<file path="src/rtl/comb_decim_fir.sv">
// ============================================================================
// Module  : comb_decim_fir
// Brief   : Decimating transposed-form FIR with compile-time coefficients.
//           Define DECIM_FIR_SAT_EN to saturate (and flag) the output instead
//           of wrapping it.
// Revision: 1.0 - initial release
// ============================================================================
`default_nettype none

module comb_decim_fir #(
    parameter int                      IN_W   = 8,
    parameter int                      COEF_W = 10,
    parameter int                      TAPS   = 4,
    parameter logic [TAPS*COEF_W-1:0]  COEFFS = {10'sd0, 10'sd120, 10'sd336, 10'sd56},
    parameter int                      DECIM  = 2,
    parameter int                      OUT_W  = 17
) (
    input  logic                     clk,
    input  logic                     rst_n,
    input  logic                     clr,
    input  logic                     in_valid,
    input  logic signed [IN_W-1:0]   in_data,
    output logic                     out_valid,
    output logic signed [OUT_W-1:0]  out_data,
    output logic                     out_sat
);

    localparam int ACC_W = IN_W + COEF_W + $clog2(TAPS);
    localparam int PH_W  = (DECIM > 1) ? $clog2(DECIM) : 1;
    localparam logic [PH_W-1:0] c_ph_last = PH_W'(DECIM - 1);

    logic signed [ACC_W-1:0] w_x;
    logic signed [ACC_W-1:0] w_prod [TAPS];
    logic signed [ACC_W-1:0] w_y;
    logic signed [OUT_W-1:0] w_conv;
    logic                    w_sat;
    logic                    w_emit;

    logic signed [ACC_W-1:0] r_s [1:TAPS-1];
    logic [PH_W-1:0]         r_phase;

    // Both multiplier operands are sign-extended to the accumulator width,
    // so the truncated product is exact.
    assign w_x = ACC_W'(in_data);

    for (genvar k = 0; k < TAPS; k++) begin : g_prod
        localparam logic signed [ACC_W-1:0] c_coef =
            ACC_W'($signed(COEFFS[k*COEF_W +: COEF_W]));
        assign w_prod[k] = w_x * c_coef;
    end

    assign w_y    = w_prod[0] + r_s[1];
    assign w_emit = in_valid & ~clr & (r_phase == '0);

`ifdef DECIM_FIR_SAT_EN
    localparam logic signed [ACC_W-1:0] c_max = {{(ACC_W-OUT_W+1){1'b0}}, {(OUT_W-1){1'b1}}};
    localparam logic signed [ACC_W-1:0] c_min = ~c_max;

    always_comb begin
        w_conv = w_y[OUT_W-1:0];
        w_sat  = 1'b0;
        if (w_y > c_max) begin
            w_conv = {1'b0, {(OUT_W-1){1'b1}}};
            w_sat  = 1'b1;
        end else if (w_y < c_min) begin
            w_conv = {1'b1, {(OUT_W-1){1'b0}}};
            w_sat  = 1'b1;
        end
    end

    logic r_sat;
    always_ff @(posedge clk or negedge rst_n) begin
        if (!rst_n) begin
            r_sat <= 1'b0;
        end else if (w_emit) begin
            r_sat <= w_sat;
        end
    end
    assign out_sat = r_sat;
`else
    assign w_conv  = w_y[OUT_W-1:0];
    assign w_sat   = 1'b0;
    assign out_sat = w_sat;

    if (OUT_W < ACC_W) begin : g_unused
        logic w_unused;
        assign w_unused = ^w_y[ACC_W-1:OUT_W];
    end
`endif

    always_ff @(posedge clk or negedge rst_n) begin
        if (!rst_n) begin
            for (int k = 1; k < TAPS; k++) r_s[k] <= '0;
            r_phase   <= '0;
            out_valid <= 1'b0;
            out_data  <= '0;
        end else if (clr) begin
            for (int k = 1; k < TAPS; k++) r_s[k] <= '0;
            r_phase   <= '0;
            out_valid <= 1'b0;
        end else begin
            out_valid <= 1'b0;
            if (in_valid) begin
                for (int k = 1; k < TAPS - 1; k++) r_s[k] <= w_prod[k] + r_s[k+1];
                r_s[TAPS-1] <= w_prod[TAPS-1];
                r_phase     <= (r_phase == c_ph_last) ? '0 : r_phase + 1'b1;
            end
            if (w_emit) begin
                out_valid <= 1'b1;
                out_data  <= w_conv;
            end
        end
    end

endmodule

`default_nettype wire
</file>
<file path="config.mk">
export PLATFORM = sky130hd
export DESIGN_NAME = comb_decim_fir
export DESIGN_NICKNAME = d
export VERILOG_FILES = /design/src/rtl/comb_decim_fir.sv
export SDC_FILE = /design/constraint.sdc
export NUM_CORES = 1
export LEC_CHECK = 0
export BUFFER_PORTS_ARGS = -buffer_cell sky130_fd_sc_hd__buf_2
export CAP_MARGIN = 30
export CORE_MARGIN = 4
export CORE_UTILIZATION = 45
export DETAILED_ROUTE_END_ITERATION = 8
export GPL_ROUTABILITY_DRIVEN = 0
export PLACE_DENSITY = 0.73
export SYNTH_ARGS = -nofsm -noshare
export SYNTH_HDL_FRONTEND = slang
export SYNTH_SLANG_ARGS = --single-unit
</file>
<file path="constraint.sdc">
create_clock -name clk -period 3.3 [get_ports clk]
set_input_delay 0 -clock clk [delete_from_list [all_inputs] [get_ports clk]]
set_output_delay 0 -clock clk [all_outputs]
set_load 0.02 [all_outputs]
</file>
# Yosys cells after proc, flatten, opt, wreduce, memory -nomap -nowiden
# Cells that the tools add are included.
dict set report totals {
  ff_bits 73
  input_bits 12
  output_inout_bits 19
  elab_cells 26
}
dict set report classes {
  n_addsub 4
  mul 3
  muxes 7
  bitwise_logic 4
  n_reduce_logical 2
}
# op n
set op_table {}
lappend op_table {{57-bit 2-to-1 mux} 2}
lappend op_table {{16-bit by 20-bit adder with 20-bit output} 1}
lappend op_table {{15-bit by 17-bit adder with 17-bit output} 1}
lappend op_table {{17-bit adder} 1}
lappend op_table {{8-bit by 5-bit multiplier with 13-bit output (second input constant)} 1}
lappend op_table {{8-bit by 6-bit multiplier with 13-bit output (second input constant)} 1}
lappend op_table {{8-bit by 4-bit multiplier with 12-bit output (second input constant)} 1}
lappend op_table {{1-bit 2-to-1 mux} 5}
lappend op_table {{1-bit AND} 2}
lappend op_table {{1-bit inverter} 2}
lappend op_table {{2-bit AND reduction} 1}
lappend op_table {{2-bit nonzero test} 1}
lappend op_table {{1-bit adder (second input constant)} 1}

# Longest topological paths before layout
# Gate-level depths: netlist (run 1).
dict set report logic_depth {
  ltp_word 5
  ltp_mapped 20
  mapped_depth_nobuf 20
}

# Worst setup path after synthesis (run 1)
# OpenSTA, ideal clock, no wires.
dict set report synth_path {
  path_kind {input-to-reg}
  from {input in_data[3]}
  to {register r_s[56] in the netlist's numbering}
  setup_ns 0.132
  t_arrival_ns 3.447
  required_time_ns 3.168
  setup_slack_ns -0.279
  path_stages 18
  n_path_buf 0
  cell_sequence {ha_1 -> ha_1 -> fa_1 -> inv_1 -> fa_1 -> nor2b_1 -> o21ai_0 -> a21o_1 -> nand2b_1 -> xor2_1 -> ha_1 -> and3_2 -> and3_1 -> a21oi_1 -> o311ai_1 -> xor2_1 -> mux2i_1 -> nor2_1}
}
dict set report synth_between {
  elab_chain_len 4
}
# element line_no
set synth_lines {}
lappend synth_lines {{start, declared} 22} ;# input logic signed [IN_W-1:0] in_data,
lappend synth_lines {{8-bit by 6-bit multiplier with 13-bit output} 49} ;# assign w_prod[k] = w_x * c_coef;
lappend synth_lines {{17-bit adder} 104} ;# for (int k = 1; k < TAPS - 1; k++) r_s[k] <= w_prod[k] + r_s[k+1];
lappend synth_lines {{57-bit 2-to-1 mux} 103} ;# if (in_valid) begin
lappend synth_lines {{57-bit 2-to-1 mux} 97} ;# end else if (clr) begin
lappend synth_lines {{end signal, assigned by index} 105} ;# r_s[TAPS-1] <= w_prod[TAPS-1];
lappend synth_lines {{end, declared} 39} ;# logic signed [ACC_W-1:0] r_s [1:TAPS-1];
# Every way passes these cells. The select of a mux whose other input is x is not followed.
# A chain may end at the register's enable or synchronous reset.

# Worst setup path after layout (run 1)
dict set report layout_path {
  from {input in_data[1]}
  to {register out_data[16]}
}
dict set report layout_between {
  elab_chain_len 2
}
# element line_no
set layout_lines {}
lappend layout_lines {{8-bit by 4-bit multiplier with 12-bit output} 49}
lappend layout_lines {{15-bit by 17-bit adder with 17-bit output} 52} ;# assign w_y = w_prod[0] + r_s[1];
lappend layout_lines {{end signal, assigned} 110} ;# out_data <= w_conv;
lappend layout_lines {{end, declared} 24} ;# output logic signed [OUT_W-1:0] out_data,
# Every way passes these cells.

==> reports/results.tsv, run 1 <==
stage	metric	value	unit
run_status	status	completed	
critical_path	required	3.44	ns
timing	worst_slack	0.00756	ns
finish	final_area	6410	µm²
synthesis	yosys-top-cells-area	dfrtp_1, ha_1, fa_1	
floorplan	die_w	110	µm
synthesis	synth_top_area_share	23.0	%
synthesis	ys_seq_area_share	23.0	%
synthesis	yosysTopAreaCell	dfrtp_1	
placed_design	post-dp-hpwl	8.74	mm
global_routing	grt_max_degree	44	
placed_design	post-place-ws	-0.457	ns
finish	multi_input_area	3790	µm²
global_routing	top_usage_layer	met2	
synthesis	synth_cell_types	57	
global_routing	use_met1	24.8	%
power	p_per_area	697	nW/µm²
synthesis	netlist_area	4670	µm²
finish	fillers	774	
routing	via_count	4063	
global_routing	overflow	0	
min_path	hold_class	primary input to async pin	
synthesis	synth-xor-area-share	9.67	%
timing	fmax	0.304	GHz
timing	setup_viol_count_final	0	
finish	final_nets	746	
routing	ant_nets	0	
routing	dr.pass1.iters	6	
timing	hold_ws	0.135	ns
placed_design	placed_area	5660	µm²
synthesis	synth-compound-area-share	16.7	%
clocking	ctsHtreeMaxLevel	2	
timing	drv_slew	0	
finish	insertedDiodeCount	0	
critical_path	critPathMaxStageDelay	0.58	ns
critical_path	worstReg2RegStart	r_s[43]$_DFFE_PN0P_	
routing	wl_per_cell	14.8	µm
critical_path	slowest_stage	fa_2	
timing	fin_crit_sh	99.8	%
synthesis	synth-simple-area-share	12.3	%
synthesis	syn_inst	519	
power	power_leakage	0.00317	µW
global_routing	gr-usage-met2	34.2	%
critical_path	crit_path_start	in_data[1]	
synthesis	ys_warn_count	0	
synthesis	synth_fa_ha_area_share	27.6	%
routing	routed_via_density	5.23	
synthesis	synth_top_family_by_area	adder cells	
critical_path	cp-end-kind	flip-flop	
clocking	cts.sinks	43	
timing	period_minus_slack	3.29	ns
global_routing	grt_pass1_vias	4066	
global_routing	grt_pass1_wl	18.4	mm
floorplan	rows	36	
synthesis	ys_ff_latch	43	
clocking	clk_path_buf_depth	2	
finish	area_growth	37.2	%
global_routing	antenna_found_initial	0	
routing	drt-total-wl	11.5	mm
run	drv_cap	0	
floorplan	start_util	46.9	%
clocking	cts_tree	yes	
floorplan	coreArea	9950	µm²
floorplan	die_area	12100	µm²
clocking	cts_inserted_buffers	5	
routing	dr.first_iter.drc_count	165	
timing	worst_pin_slew	0.856	ns
placed_design	port_buffers	26	
floorplan	fp.dieH	110	µm
timing	max_slew_margin	42.9	%
global_routing	grt_usage	18.9	%
clocking	clock_latency	0.30	ns
timing	clock-skew-final	0.0133	ns
critical_path	worst-setup-path-type	primary input to flip-flop	
floorplan	io_pins	31	
clocking	clk_pin_slew	0.08	ns
synthesis	synth_mux_area_share	3.72	%
finish	layout-drive-gt1-share	34.8	%
timing	hold_violations	0	
clocking	root_buffer	clkbuf_8	
critical_path	cp.arrival	3.43	ns
power	ir_drop	436	µV
routing	drc	0	
critical_path	worstPathCellList	buf_8, ha_4, inv_2, fa_2, fa_2, inv_2, a21o_1, a21oi_2, o21bai_1, a21o_1, buf_6, xor2_2, ha_1, nand2_2, nor2_2, nand2_1, o31ai_2, xor2_1, xnor2_1, o21ai_1	
critical_path	cp_max_fo	4	
global_routing	met3_usage	1.47	%
timing	rsz0062_at_grt	true	
finish	register_area	1080	µm²
timing	final.setup.tns	0	ns
synthesis	syn_area_per_cell	9.00	µm²
critical_path	cp-start-kind	primary input	
[power by group]
part           switching, µW  leakage [µW]  internal [µW]
combinational           1600       0.00255           1590
clock                    183     0.0000654            303
sequential              95.8      0.000558            686
total                   1880       0.00317           2580
[kinds of logic after synthesis]
group	Yosys count
muxes	17
xor gates and xnor gates	49
other	1
buffers and inverters	78
and+or+nand+nor	127
adders and majority gates	91
AOI/OAI and AO/OA	113
DFF	43
[through the flow]
| stage | utilization [%] | std cells | total power (µW) |
|---|---|---|---|
| floorplan | - | 522 | 2590 |
| global placement | 56.8 | 753 | 3480 |
| detailed placement | 56.8 | 753 | 3580 |
| CTS | 60.6 | 770 | 4200 |
| global route | 64.4 | 777 | 4840 |
| finish | 64.4 | 777 | 4460 |
[flip-flops by register name, summed over array words and instances, names as in the netlist]
signal	cells
r_phase	1
out_data	14
out_valid	1
r_s	27
[cell usage after synthesis, drive strengths merged]
| cell type | number |
|---|---|
| or3 | 4 |
| a31oi | 1 |
| a21o | 15 |
| a211o | 1 |
| a221oi | 1 |
| a211oi | 5 |
| o211ai | 4 |
| nor3b | 1 |
| nand4 | 2 |
| o21a | 5 |
| clkbuf | 4 |
| o311ai | 1 |
| nand2b | 7 |
| fa | 20 |
| nor3 | 7 |
| dfrtp | 43 |
| mux2i | 17 |
| conb | 1 |
| nand2 | 44 |
| and3 | 3 |
| a311oi | 1 |
| xor2 | 25 |
| o41ai | 2 |
| o2111ai | 3 |
| inv | 63 |
| nor2 | 42 |
| o21bai | 5 |
| nand3b | 1 |
| o31ai | 2 |
| nand4b | 1 |
| a2111oi | 3 |
| a21oi | 29 |
| nor2b | 7 |
| xnor2 | 24 |
| buf | 11 |
| o21ai | 32 |
| a21boi | 1 |
| nand3 | 7 |
| a311o | 1 |
| ha | 71 |
| nor4bb | 1 |
| a32oi | 1 |
[worst max-delay path: cells and delay by family]
family,cells,cell delay [ns]
and+or+nand+nor,3,0.28
buffers and inverters,4,0.32
AOI/OAI and AO/OA,6,0.92
adders and majority gates,4,1.40
xor gates and xnor gates,3,0.50
[what timing repair did]
action,CTS,global route
hold endpoints to repair,43,0
setup endpoints to repair,3,8
resized for setup,36,55
hold buffers,1,0
pin swaps,31,50
setup buffers,8,7
[final timing paths]
kind                       slack, ns                        to  depth (start not counted)
max reg2reg                     0.76  out_data[11]$_DFFE_PN0P_                          9
min                             0.14   out_data[8]$_DFFE_PN0P_                          2
max                            0.008  out_data[16]$_DFFE_PN0P_                         20
min in group clk                0.15       r_phase$_DFFE_PN0P_                          2
min reg2reg                     0.48   out_data[6]$_DFFE_PN0P_                          2
max in group asynchronous       2.70       r_s[25]$_DFFE_PN0P_                          3
[placed cells by master (no fill, tap or decap), types with 14 or more instances in the layout]
master / Yosys / routed
a21o_1: 14 / 14
buf_2: 4 / 20
a21oi_1: 28 / 17
buf_4: 4 / 98
nand2_1: 44 / 42
nor2_1: 42 / 39
xor2_1: 24 / 22
ha_1: 71 / 47
inv_1: 62 / 52
fa_1: 20 / 17
ha_4: 0 / 21
mux2i_1: 16 / 16
dfrtp_1: 43 / 43
o21ai_0: 24 / 18
xnor2_1: 22 / 19
[cell type report]
class | instances | area share [%]
multi-input combinational | 401 | 59.2
sequential | 43 | 16.8
timing repair buffer | 129 | 15.6
inverter | 63 | 3.69
tap | 133 | 2.60
clock buffer | 6 | 1.13
clock inverter | 2 | 0.938
[per-layer routing]
metal  vias to the layer above  part of all wire, %
met3                        18                  2.7
met1                      1973                   43
met2                        67                   53
met4                         0                  1.5
met5                         -                    0
li1                       2005                    -
Power figures use the tool's default switching activity.
==> run 2: changes to the inputs <==
--- a/config.mk
+++ b/config.mk
@@ -5,6 +5,7 @@
 export SDC_FILE = /design/constraint.sdc
 export NUM_CORES = 1
 export LEC_CHECK = 0
+export ABC_AREA = 1
 export BUFFER_PORTS_ARGS = -buffer_cell sky130_fd_sc_hd__buf_2
 export CAP_MARGIN = 30
 export CORE_MARGIN = 4
==> run 2 against run 1 <==
Net effect:
- global-route usage is 0.083 points lower
- power down 15%
- clock power fell by 31%
- sequential share of layout area rose by 1.4 points
- critical endpoint is now out_data[15]$_DFFE_PN0P_
==> reports/results.tsv, run 2 <==
stage	metric	value	unit	change
run_status	status	completed		unchanged
clocking	clk_pin_slew	0.08	ns	about the same
floorplan	io_pins	31		unchanged
synthesis	synthArstFlopShare	100	%	unchanged
clocking	cts_tree	yes		unchanged
global_routing	antenna_found_initial	0		unchanged
power	finalPower	3810	µW	was 4460 µW
power	p_per_area	644	nW/µm²	was 697 nW/µm²
synthesis	post-synth-top-count-cell	nand2_1		was ha_1
synthesis	synth_top_area_share	22.7	%	was 23.0%
floorplan	coreArea	10300	µm²	was 9950 µm²
placed_design	post-place-ws	-0.325	ns	was -0.457 ns
finish	final_nets	819		was 746
floorplan	fp.dieH	111	µm	was 110 µm
min_path	hold_class	primary input to flip-flop		was primary input to async pin
critical_path	worstReg2RegStart	r_s[24]$_DFFE_PN0P_		was r_s[43]$_DFFE_PN0P_
clocking	clk_path_buf_depth	2		unchanged
global_routing	grt_pass1_vias	4365		was 4066
floorplan	rows	37		was 36
finish	area_growth	24.8	%	was 37.2%
finish	fillers	952		was 774
critical_path	cp.arrival	3.38	ns	was 3.43 ns
global_routing	grt_max_degree	44		unchanged
routing	wl_per_cell	13.7	µm	was 14.8 µm
clocking	root_buffer	clkbuf_8		unchanged
timing	fin_crit_sh	96.2	%	was 99.8%
timing	max_slew_margin	61.7	%	was 42.9%
critical_path	cp-end-kind	flip-flop		unchanged
finish	insertedDiodeCount	0		unchanged
timing	hold_violations	0		unchanged
timing	fmax	0.315	GHz	was 0.304 GHz
routing	via_count	4367		was 4063
finish	reg.largest.list	r_s x27, out_data x14		unchanged
global_routing	overflow	0		unchanged
clocking	cts_inserted_buffers	5		unchanged
placed_design	placed_area	5490	µm²	was 5660 µm²
placed_design	post-dp-hpwl	9.13	mm	was 8.74 mm
critical_path	worst-setup-path-type	primary input to flip-flop		unchanged
critical_path	required	3.51	ns	was 3.44 ns
routing	ant_nets	0		unchanged
clocking	ctsHtreeMaxLevel	2		unchanged
synthesis	syn_area_per_cell	7.72	µm²	was 9.00 µm²
floorplan	start_util	46.1	%	was 46.9%
clocking	clock_latency	0.30	ns	about the same
timing	worst_pin_slew	0.573	ns	was 0.856 ns
synthesis	synthFlopType	dfrtp_1		unchanged
synthesis	synth_edf_count	0		unchanged
global_routing	grt_pass1_wl	19.5	mm	was 18.4 mm
critical_path	crit_end	out_data[15]$_DFFE_PN0P_		was out_data[16]$_DFFE_PN0P_
routing	drc	0		unchanged
critical_path	reg2reg_to	r_s[54]$_DFFE_PN0P_		was out_data[11]$_DFFE_PN0P_
placed_design	port_buffers	26		unchanged
synthesis	ys_seq_area_share	22.7	%	was 23.0%
timing	setup_viol_count_final	0		unchanged
finish	top_register	r_s		unchanged
global_routing	grt_usage	18.8	%	was 18.9%
synthesis	yosysTopAreaCell	dfrtp_1		unchanged
synthesis	ys_warn_count	0		unchanged
synthesis	ys_ff_latch	43		unchanged
critical_path	cp_max_fo	5		was 4
critical_path	cp-start-kind	primary input		unchanged
floorplan	die_w	111	µm	was 110 µm
routing	routed_via_density	5.12		was 5.23
finish	most-common-layout-cells	nand2_1, inv_1, buf_4, ha_1, dfrtp_1		was buf_4, inv_1, ha_1, dfrtp_1, nand2_1
run	drv_cap	0		unchanged
power	power_leakage	0.00318	µW	was 0.00317 µW
synthesis	syn_inst	614		was 519
synthesis	netlist_area	4740	µm²	was 4670 µm²
synthesis	yosys-top-cells-count	nand2_1, inv_1, ha_1		was ha_1, inv_1, nand2_1
critical_path	ff2ff_setup_slack	1.33	ns	was 0.76 ns
clocking	cts.sinks	43		unchanged
routing	drt-total-wl	11.7	mm	was 11.5 mm
timing	period_minus_slack	3.17	ns	was 3.29 ns
floorplan	die_area	12200	µm²	was 12100 µm²
timing	worst_slack	0.126	ns	was 0.00756 ns
finish	layout-drive-gt1-share	24.3	%	was 34.8%
routing	dr.first_iter.drc_count	195		was 165
routing	dr.pass1.iters	5		was 6
finish	largest_register_ffs	27		unchanged
finish	final_common_cell	nand2_1		was buf_4
synthesis	synth_cell_types	42		was 57
finish	final_area	5920	µm²	was 6410 µm²
critical_path	rr_worst_depth	8		was 9
timing	clock-skew-final	0.00414	ns	was 0.0133 ns
timing	drv_slew	0		unchanged
critical_path	crit_path_start	in_data[4]		was in_data[1]
power	ir_drop	408	µV	was 436 µV
synthesis	yosys-top-cells-area	dfrtp_1, ha_1, nand2_1		was dfrtp_1, ha_1, fa_1
==> run 2: cell types whose count changed in the layout (fill, tap and decap cells not counted), sizes merged, moves of 11 or more <==
cell   previous run  this run
xnor2            24        13
a21oi            29        43
mux2i            17         0
nand3             7        40
buf             128       102
o21ai            32        43
a21o             15         3
nand2            44       156
inv              63        95
nor2             42        26
==> run 2: repair_timing <==
action	in CTS	in global routing
endpoints found under the setup margin	1	12
resized for setup	1	48
pin swaps	0	31
hold endpoints to repair	46	0
setup buffers	0	5
hold buffers	2	0
==> run 2: per-layer routing <==
| layer | share of wire (%) | routed length (µm) | global-route usage (%) |
|---|---|---|---|
| met2 | 50 | 5820 | 33.3 |
| met3 | 3.7 | 431 | 1.91 |
| met4 | 2.5 | 289 | 4.93 |
| met1 | 44 | 5110 | 24.5 |
| met5 | 0 | 0 | 0 |
==> run 2: worst min path at each step <==
stage | from | end | slack [ns] | depth (start not counted)
after global placement | rst_n | out_data[4]$_DFFE_PN0P_ | 0.18 | 1
after detailed placement | rst_n | out_data[3]$_DFFE_PN0P_ | 0.21 | 1
after floorplan | rst_n | out_data[10]$_DFFE_PN0P_ | -0.30 | 0
after global routing | in_data[0] | r_s[23]$_DFFE_PN0P_ | 0.12 | 4
after CTS | in_data[0] | r_s[23]$_DFFE_PN0P_ | 0.08 | 4
final | in_data[0] | r_s[23]$_DFFE_PN0P_ | 0.08 | 4
==> run 2: cells by family (layout without fill, tap and decap cells) <==
| family | after synthesis | in the layout | share of synthesized area, % |
|---|---|---|---|
| DFF | 43 | 43 | 22.7 |
| adders and majority gates | 91 | 91 | 27.2 |
| xor gates and xnor gates | 30 | 30 | 5.54 |
| AOI/OAI and AO/OA | 109 | 109 | 13.5 |
| buffers and inverters | 107 | 207 | 9.52 |
| other | 1 | 4 | 0.0791 |
| and+or+nand+nor | 233 | 233 | 21.5 |
==> run 2: area by class of cell <==
| cell class | instances | area [µm²] | area share (%) |
|---|---|---|---|
| Sequential cell | 43 | 1080 | 18.2 |
| Inverter | 95 | 367 | 6.19 |
| Multi-Input combinational cell | 467 | 3480 | 58.8 |
| Clock inverter | 3 | 15.0 | 0.254 |
| Timing Repair Buffer | 104 | 741 | 12.5 |
| Clock buffer | 5 | 68.8 | 1.16 |
| Tap cell | 136 | 170 | 2.87 |
==> run 2: power by group <==
part           leakage (µW)  total [µW]  switching (µW)  internal [µW]
registers          0.000557         766            92.6            674
clock network     0.0000477         335             189            145
logic               0.00258        2710            1510           1200
total               0.00318        3810            1800           2010
==> run 2: through the flow <==
| stage | utilization, % | cells | hold WS, ns | TNS, ns |
|---|---|---|---|---|
| 2_1_floorplan | - | 617 | -0.296 | 0 |
| 3_3_place_gp | 53.5 | 837 | 0.184 | -1.52 |
| 3_5_place_dp | 53.5 | 837 | 0.212 | -2.54 |
| 4_1_cts | 54.5 | 847 | 0.0786 | 0 |
| 5_1_grt | 57.6 | 853 | 0.116 | -0.203 |
| 6_report | 57.6 | 853 | 0.0846 | 0 |
==> run 2: worst max-delay path, cell delays in order <==
cell and delay [ns]:
buf_2 0.13, buf_6 0.13, ha_1 0.27, inv_1 0.05, fa_1 0.49, inv_1 0.08
ha_4 0.27, a21oi_1 0.20, nand3_2 0.13, a31oi_1 0.21, xor2_1 0.25, ha_1 0.29
a21oi_1 0.22, o21ai_1 0.09, a21oi_1 0.18, nand3_1 0.11, nand2_1 0.08, inv_1 0.04
o31ai_1 0.17
==> run 3: changes to the inputs <==
--- a/config.mk
+++ b/config.mk
@@ -9,10 +9,10 @@
 export BUFFER_PORTS_ARGS = -buffer_cell sky130_fd_sc_hd__buf_2
 export CAP_MARGIN = 30
 export CORE_MARGIN = 4
-export CORE_UTILIZATION = 45
+export CORE_UTILIZATION = 55
 export DETAILED_ROUTE_END_ITERATION = 8
 export GPL_ROUTABILITY_DRIVEN = 0
-export PLACE_DENSITY = 0.73
+export PLACE_DENSITY = 0.84
 export SYNTH_ARGS = -nofsm -noshare
 export SYNTH_HDL_FRONTEND = slang
 export SYNTH_SLANG_ARGS = --single-unit
==> run 3 against run 2 <==
Net effect:
- non-clock buffer count down 4
- hold slack better by 0.0083 ns
- global-route usage rose by 3.7 points
- critical path type unchanged
- utilization increased by 12 points
- count of clock-buffer cells in the layout grew 2
- sequential share of layout area increased by 0.32 points
- largest cell class unchanged
- critical endpoint is now r_s[56]$_DFFE_PN0P_
- combinational power rose by 1%
==> reports/results.tsv, run 3 (synthesis results as in run 2) <==
stage	metric	value	unit	change
run_status	status	completed		unchanged
finish	fillers	652		was 952
finish	most-common-layout-cells	nand2_1, inv_1, buf_4, ha_1, dfrtp_1		unchanged
critical_path	cp_max_fo	3		was 5
timing	worst_pin_slew	0.575	ns	was 0.573 ns
floorplan	die_area	10200	µm²	was 12200 µm²
global_routing	antenna_found_initial	0		unchanged
clocking	clk_pin_slew	0.08	ns	about the same
routing	dr.pass1.iters	4		was 5
finish	final_nets	815		was 819
floorplan	die_w	101	µm	was 111 µm
timing	period_minus_slack	3.16	ns	was 3.17 ns
min_path	hold_class	primary input to async pin		was primary input to flip-flop
floorplan	fp.dieH	101	µm	was 111 µm
critical_path	cp.arrival	3.36	ns	was 3.38 ns
global_routing	grt_pass1_vias	4495		was 4365
global_routing	grt_usage	22.5	%	was 18.8%
clocking	cts_inserted_buffers	5		unchanged
floorplan	io_pins	31		unchanged
finish	final_area	5820	µm²	was 5920 µm²
routing	dr.first_iter.drc_count	179		was 195
routing	drc	0		unchanged
critical_path	cp-start-kind	primary input		unchanged
timing	fmax	0.316	GHz	was 0.315 GHz
finish	final_common_cell	nand2_1		unchanged
timing	drv_slew	0		unchanged
critical_path	required	3.50	ns	was 3.51 ns
global_routing	grt_max_degree	44		unchanged
finish	top_register	r_s		unchanged
global_routing	grt_pass1_wl	18.7	mm	was 19.5 mm
finish	insertedDiodeCount	0		unchanged
clocking	ctsHtreeMaxLevel	2		unchanged
placed_design	post-dp-hpwl	9.10	mm	was 9.13 mm
clocking	cts.sinks	43		unchanged
routing	drt-total-wl	11.6	mm	was 11.7 mm
placed_design	place_inst	804		was 837
floorplan	coreArea	8300	µm²	was 10300 µm²
power	p_per_area	662	nW/µm²	was 644 nW/µm²
routing	wl_per_cell	14.2	µm	was 13.7 µm
critical_path	worst-setup-path-type	primary input to flip-flop		unchanged
routing	via_count	4469		was 4367
critical_path	cp-end-kind	flip-flop		unchanged
floorplan	start_util	57.1	%	was 46.1%
finish	layout-drive-gt1-share	24.0	%	was 24.3%
finish	largest_register_ffs	27		unchanged
timing	setup_viol_count_final	0		unchanged
timing	fin_crit_sh	95.8	%	was 96.2%
power	power_leakage	0.00316	µW	was 0.00318 µW
run	drv_cap	0		unchanged
clocking	cts_tree	yes		unchanged
floorplan	rows	33		was 37
finish	area_growth	22.6	%	was 24.8%
finish	final_cells	818		was 853
timing	max_slew_margin	61.6	%	was 61.7%
power	ir_drop	319	µV	was 408 µV
clocking	root_buffer	clkbuf_8		unchanged
timing	hold_violations	0		unchanged
timing	clock-skew-final	0.00417	ns	was 0.00414 ns
global_routing	overflow	0		unchanged
clocking	clock_latency	0.30	ns	about the same
routing	ant_nets	0		unchanged
placed_design	port_buffers	26		unchanged
finish	reg.largest.list	r_s x27, out_data x14		unchanged
routing	routed_via_density	5.46		was 5.12
placed_design	placed_area	5440	µm²	was 5490 µm²
clocking	clk_path_buf_depth	2		unchanged
==> run 3: final cells by class <==
type / count / area (µm²) / share of cell area [%]
Clock buffer: 7 / 76.3 / 1.31
Sequential cell: 43 / 1080 / 18.5
Multi-Input combinational cell: 467 / 3450 / 59.4
Clock inverter: 1 / 5.00 / 0.0861
Timing Repair Buffer: 100 / 707 / 12.2
Inverter: 95 / 367 / 6.30
Tap cell: 105 / 131 / 2.26
==> run 3: what timing repair did <==
| action | CTS | global route |
|---|---|---|
| endpoints found under the setup margin | 2 | 12 |
| endpoints found under the hold margin | 46 | 0 |
| pin swaps | 1 | 23 |
| hold buffers | 2 | 0 |
| setup buffers | 0 | 3 |
| resized for setup | 3 | 49 |
==> run 3: worst max-delay path, stage by stage <==
cell and delay [ns]:
buf_2 0.13, ha_4 0.23, ha_1 0.26, inv_1 0.05
fa_1 0.54, inv_1 0.07, ha_4 0.25, a21oi_2 0.11
nand2_1 0.10, a21o_1 0.21, nand2_2 0.07, nand2_1 0.05
nand2_1 0.07, nand2_1 0.05, nand2_1 0.05, nand2_1 0.05
xor2_1 0.15, ha_1 0.31, nand2_1 0.08, nor2_2 0.10
nand3_1 0.10, nand3_2 0.10, nand3_1 0.08, nand3_1 0.08
nand2_1 0.05
==> run 3: worst paths after layout <==
kind                                    startpoint                  endpoint  slack [ns]  depth (start not counted)
setup / recovery                        in_data[4]       r_s[56]$_DFFE_PN0P_        0.14                         25
hold / removal                               rst_n   out_data[3]$_DFFE_PN0P_        0.09                          2
setup reg to reg               r_s[24]$_DFFE_PN0P_       r_s[54]$_DFFE_PN0P_        1.33                          8
hold reg to reg            out_data[3]$_DFFE_PN0P_   out_data[3]$_DFFE_PN0P_        0.47                          2
max in group asynchronous                    rst_n  out_data[15]$_DFFE_PN0P_        2.76                          3
min in group clk                        in_data[0]       r_s[23]$_DFFE_PN0P_        0.09                          4
==> run 3: per-layer routing <==
| metal | global-route usage (%) | wire (µm) | vias to the layer above |
|---|---|---|---|
| met5 | 0 | 0 | - |
| met3 | 2.77 | 574 | 36 |
| met4 | 8.81 | 309 | 0 |
| met1 | 26.2 | 4670 | 2110 |
| met2 | 41.6 | 6090 | 128 |
| li1 | - | - | 2195 |
==> run 3: power by group <==
group / internal, µW / switching (µW)
logic: 1200 / 1550
registers: 674 / 94.0
clock network: 149 / 183
total: 2020 / 1830
==> run 3: through the flow <==
step           TNS, ns  power (µW)  utilization (%)  worst slack, ns  hold WS [ns]
3_3_place_gp     -1.52        3120             65.6           -0.297         0.178
6_report             0        3850             70.1            0.139        0.0929
2_1_floorplan        0        2380                -           0.0422        -0.296
3_5_place_dp     -2.77        3240             65.6           -0.335         0.193
5_1_grt         -0.132        4190             70.1          -0.0553         0.115
4_1_cts              0        3600             66.8           0.0246        0.0935
